$ cat src/rtl/rsa_modexp_seq.sv
// Right-to-left square-and-multiply modular exponentiation, one exponent bit per clock.
// Define RSA_EARLY_EXIT_EN to stop as soon as the remaining exponent bits are zero.
module rsa_modexp_seq #(
   parameter int W     = 14,
   parameter int EXP_W = 14
) (
   input  logic             clk,
   input  logic             rst_n,
   input  logic             start,
   input  logic [W-1:0]     cipher,
   input  logic [EXP_W-1:0] exp_d,
   input  logic [W-1:0]     mod_n,
   output logic             busy,
   output logic             done,
   output logic             err,
   output logic [W-1:0]     result
);

   localparam int CW = $clog2(EXP_W + 1);

   typedef enum logic [1:0] {IDLE, RUN, DONE} state_t;

   state_t           state_q, state_d;
   logic [W-1:0]     acc_q, acc_d;
   logic [W-1:0]     base_q, base_d;
   logic [W-1:0]     n_q, n_d;
   logic [W-1:0]     result_q, result_d;
   logic [EXP_W-1:0] e_q, e_d;
   logic [CW-1:0]    cnt_q, cnt_d;
   logic             err_q, err_d;

   logic [2*W-1:0]   n_div, prod_acc, prod_base;
   logic [W-1:0]     cin_div, cin_red;
   logic [W-1:0]     acc_step, base_step;
   logic             accept, bad_n, last_step;

   // Divisors forced nonzero so idle-cycle arithmetic stays defined.
   always_comb begin
      n_div     = (n_q == '0) ? (2*W)'(1) : {{W{1'b0}}, n_q};
      cin_div   = (mod_n == '0) ? W'(1) : mod_n;
      prod_acc  = {{W{1'b0}}, acc_q} * {{W{1'b0}}, base_q};
      prod_base = {{W{1'b0}}, base_q} * {{W{1'b0}}, base_q};
      acc_step  = e_q[0] ? W'(prod_acc % n_div) : acc_q;
      base_step = W'(prod_base % n_div);
      cin_red   = cipher % cin_div;
   end

   assign bad_n  = (mod_n < W'(2));
   assign accept = start && (state_q != RUN);

`ifdef RSA_EARLY_EXIT_EN
   assign last_step = (cnt_q == CW'(EXP_W - 1)) || ((e_q >> 1) == '0);
`else
   assign last_step = (cnt_q == CW'(EXP_W - 1));
`endif

   always_comb begin
      state_d  = state_q;
      acc_d    = acc_q;
      base_d   = base_q;
      n_d      = n_q;
      e_d      = e_q;
      cnt_d    = cnt_q;
      result_d = result_q;
      err_d    = err_q;
      unique case (state_q)
         RUN: begin
            acc_d  = acc_step;
            base_d = base_step;
            e_d    = e_q >> 1;
            cnt_d  = cnt_q + CW'(1);
            if (last_step) begin
               result_d = acc_step;
               state_d  = DONE;
            end
         end
         IDLE, DONE: begin
            state_d = IDLE;
            if (accept) begin
               if (bad_n) begin
                  result_d = '0;
                  err_d    = 1'b1;
                  state_d  = DONE;
               end else begin
                  acc_d   = W'(1);
                  base_d  = cin_red;
                  n_d     = mod_n;
                  e_d     = exp_d;
                  cnt_d   = '0;
                  err_d   = 1'b0;
                  state_d = RUN;
               end
            end
         end
         default: state_d = IDLE;
      endcase
   end

   always_ff @(posedge clk or negedge rst_n) begin
      if (!rst_n) begin
         state_q  <= IDLE;
         acc_q    <= '0;
         base_q   <= '0;
         n_q      <= '0;
         e_q      <= '0;
         cnt_q    <= '0;
         result_q <= '0;
         err_q    <= 1'b0;
      end else begin
         state_q  <= state_d;
         acc_q    <= acc_d;
         base_q   <= base_d;
         n_q      <= n_d;
         e_q      <= e_d;
         cnt_q    <= cnt_d;
         result_q <= result_d;
         err_q    <= err_d;
      end
   end

   assign busy   = (state_q == RUN);
   assign done   = (state_q == DONE);
   assign err    = err_q;
   assign result = result_q;

endmodule

$ cat config.mk
export PLATFORM = sky130hd
export DESIGN_NAME = rsa_modexp_seq
export DESIGN_NICKNAME = d
export VERILOG_FILES = /design/src/rtl/rsa_modexp_seq.sv
export SDC_FILE = /design/constraint.sdc
export NUM_CORES = 2
export LEC_CHECK = 0
export BUFFER_PORTS_ARGS = -buffer_cell sky130_fd_sc_hd__buf_2
export CAP_MARGIN = 20
export CORE_AREA = 2 2 351 353
export DETAILED_ROUTE_END_ITERATION = 6
export DIE_AREA = 0 0 353 355
export GPL_ROUTABILITY_DRIVEN = 0
export PLACE_DENSITY = 0.63
export SLEW_MARGIN = 0
export SYNTH_ARGS = -nofsm -noshare
export SYNTH_HDL_FRONTEND = slang
export SYNTH_SLANG_ARGS = --single-unit
$ cat constraint.sdc
create_clock -name clk -period 114 [get_ports clk]
set_input_delay 11.4 -clock clk [delete_from_list [all_inputs] [get_ports clk]]
set_output_delay 11.4 -clock clk [all_outputs]
set_load 0.03 [all_outputs]
==> results_dict.tcl <==
set metrics [dict create \
    htree_levels 3 \
    hold_path.class "flip-flop to flip-flop" \
    max_cap_violations 0 \
    ys_warn_count 0 \
    routed_wl_mm 168 \
    critPathLaunchType "flip-flop" \
    cts_resized 0 \
    cp_top_family "compound AO/OA/AOI/OAI gates" \
    io_buffers 61 \
    slowest_delay_ns 0.94 \
    worstMarginPinSlew_ns 1.13 \
    arrival_ns 89.84 \
    synth.largest_area_cell "ha_1" \
    die_x_um 353 \
    ys_seq_area_share_pct 3.54 \
    fmax_ghz 0.0112 \
    syn_nets 8615 \
    hold_violations 0 \
    fin_crit_ns 89.59 \
    diodes 0 \
    final_nets 8543 \
    fin_crit_sh_pct 78.6 \
    drc 0 \
    area_delta_synth_final_pct 4.45 \
    cts_hold_buffers 0 \
    grt_max_degree 66 \
    vias 54763 \
    cts-root-buf "clkbuf_16" \
    cts_tree "yes" \
    crit_type "flip-flop to flip-flop" \
    cts_buffer_depth 2 \
    antenna_found_initial 3 \
    wl_per_cell_um 18.8 \
    synth_edf_count 0 \
    cp_slowest_cell "a211oi_4" \
    crit_buf_inv 16 \
    drt_first_pass_iters 6 \
    dieArea_um2 125000 \
    grt_pass1_wl_mm 272 \
    required_ns 114.25 \
    status "complete, no violations" \
    ys_seq_elements 77 \
    setup_viol 0 \
    drive_above_1_share_pct 6.29 \
    slew_headroom_pct 24.6 \
    worst_setup_path_end_kind "flip-flop" \
    synth.cell_area_um2 54500 \
    synth_flop_cell "dfrtp_1" \
    finClkSkew_ns 0.0110 \
    clk_latency_ns 0.39 \
    hpwlAfterDp_mm 137 \
    grt_setup_unrepaired "false" \
    cp_max_fo 30 \
    async_reset_ff_share_pct 100 \
    grt_usage_pct 26.1 \
    synth.top_cell.area_share_pct 20.5 \
    rows 128 \
    crit_top_cell "o21a_1" \
    clock-sinks 77 \
    synth_area_leaders "ha_1, fa_1, o21a_1" \
    drv_slew 0 \
    drtIter0Drc 3980 \
    cts_setup_buffers 0 \
    finalSetupTns_ns 0 \
    grt_pass1_vias 52231 \
    die_height_um 355 \
    synthCells 7413 \
    syn_area_per_cell_um2 7.35 \
    initial_utilization_pct 44.9 \
    io_pins 62 \
    cts_buffers 9 \
    synth.distinct_cells 126 \
    vias_per_cell 6.10 \
    coreArea_um2 121000 \
    clkSlewWorstSetupHoldPaths_ns 0.07 \
    postRouteAntennaNets 0 \
    grt-ovfl-total 0 \
]
==> through the flow <==
step / hold WS, ns / cell area (um^2) / cells / setup WS [ns] / util (%)
6_report: 0.484 / 56900 / 8971 / 24.41 / 46.9
3_5_place_dp: 0.462 / 56600 / 8951 / 25.17 / 46.6
2_1_floorplan: 0.446 / 54500 / 7413 / 32.96 / -
5_1_grt: 0.500 / 56900 / 8971 / 17.23 / 46.9
3_3_place_gp: 0.459 / 56600 / 8951 / 25.50 / 46.6
4_1_cts: 0.485 / 56900 / 8967 / 24.74 / 46.8
==> cell usage in the layout (no fill, tap or decap), types with 227 or more instances in the layout <==
| master | n |
|---|---|
| o31ai_1 | 227 |
| nor3_1 | 440 |
| nor2_1 | 529 |
| nand2_1 | 747 |
| fa_1 | 265 |
| o21ai_0 | 341 |
| inv_1 | 526 |
| ha_1 | 892 |
| a21oi_1 | 460 |
| o21a_1 | 430 |
==> registers in the layout, summed over array words and instances, names as in the netlist, named ones only <==
| signal | count |
|---|---|
| cnt_q | 4 |
| err | 1 |
| n_q | 14 |
| base_q | 13 |
| result | 14 |
| acc_q | 14 |
| e_q | 14 |
| state_q | 2 |
==> logic make-up (layout without fill, tap and decap cells) <==
family,Yosys count,in the layout,synth area share (%)
XOR/XNOR,290,290,4.66
multiplexers,195,195,3.88
AND/OR/NAND/NOR,2689,2689,24.5
buffers and inverters,773,706,5.45
flip-flops,77,77,3.54
adder cells (fa/ha/maj),1158,1158,30.2
AO/OA/AOI/OAI,2231,2231,27.7
==> per-layer routing <==
layer  up-vias  track usage [%]  share of wire (%)
met3       298             1.85                4.4
li1      27013                -                  -
met5         -                0                  0
met2      1445             45.3                 47
met1     26007             34.5                 45
met4         0             7.97                3.3
==> final cells by class <==
type	count	area, um^2
inverters	543	2040
well taps	1625	2030
clock inverters	6	71.3
multi-input cells	6563	49600
flip-flops and latches	77	1930
repair buffers	147	961
fillers	12279	64500
clock buffers	10	229
==> worst paths after layout <==
path	slack, ns	endpoint	startpoint	cells after the start
min in group asynchronous	10.89	e_q[12]$_DFFE_PN0P_	rst_n	1
max in group asynchronous	101.90	acc_q[13]$_DFFE_PN0P_	rst_n	2
worst min register to register	0.48	e_q[7]$_DFFE_PN0P_	e_q[7]$_DFFE_PN0P_	2
worst min-delay path	0.48	e_q[7]$_DFFE_PN0P_	e_q[7]$_DFFE_PN0P_	2
worst max-delay path	24.41	base_q[10]$_DFFE_PN0P_	base_q[8]$_DFFE_PN0P_	361
worst max register to register	24.41	base_q[10]$_DFFE_PN0P_	base_q[8]$_DFFE_PN0P_	361
==> tightest hold or removal path, stage by stage, from the launching register on <==
cell and delay, ns:
dfrtp_1 0.34, nand2_1 0.04, o21ai_0 0.06
==> synthesized netlist by cell type, types with 76 or more instances <==
| cell type | count |
|---|---|
| o21a_1 | 430 |
| nand3_1 | 128 |
| nor2b_1 | 79 |
| and2_1 | 200 |
| o21ai_0 | 341 |
| a21oi_1 | 460 |
| nor3_1 | 441 |
| xor2_1 | 122 |
| nand2b_1 | 84 |
| clkbuf_1 | 183 |
| inv_1 | 539 |
| xnor2_1 | 168 |
| nand4_1 | 76 |
| nand2_1 | 747 |
| mux2_2 | 115 |
| a21o_1 | 186 |
| dfrtp_1 | 77 |
| nor2_1 | 532 |
| o31ai_1 | 227 |
| ha_1 | 892 |
| or3_1 | 77 |
| fa_1 | 265 |
Power is not shown: default switching activity piles up to over one toggle a cycle in this logic, so the estimate is an artifact.
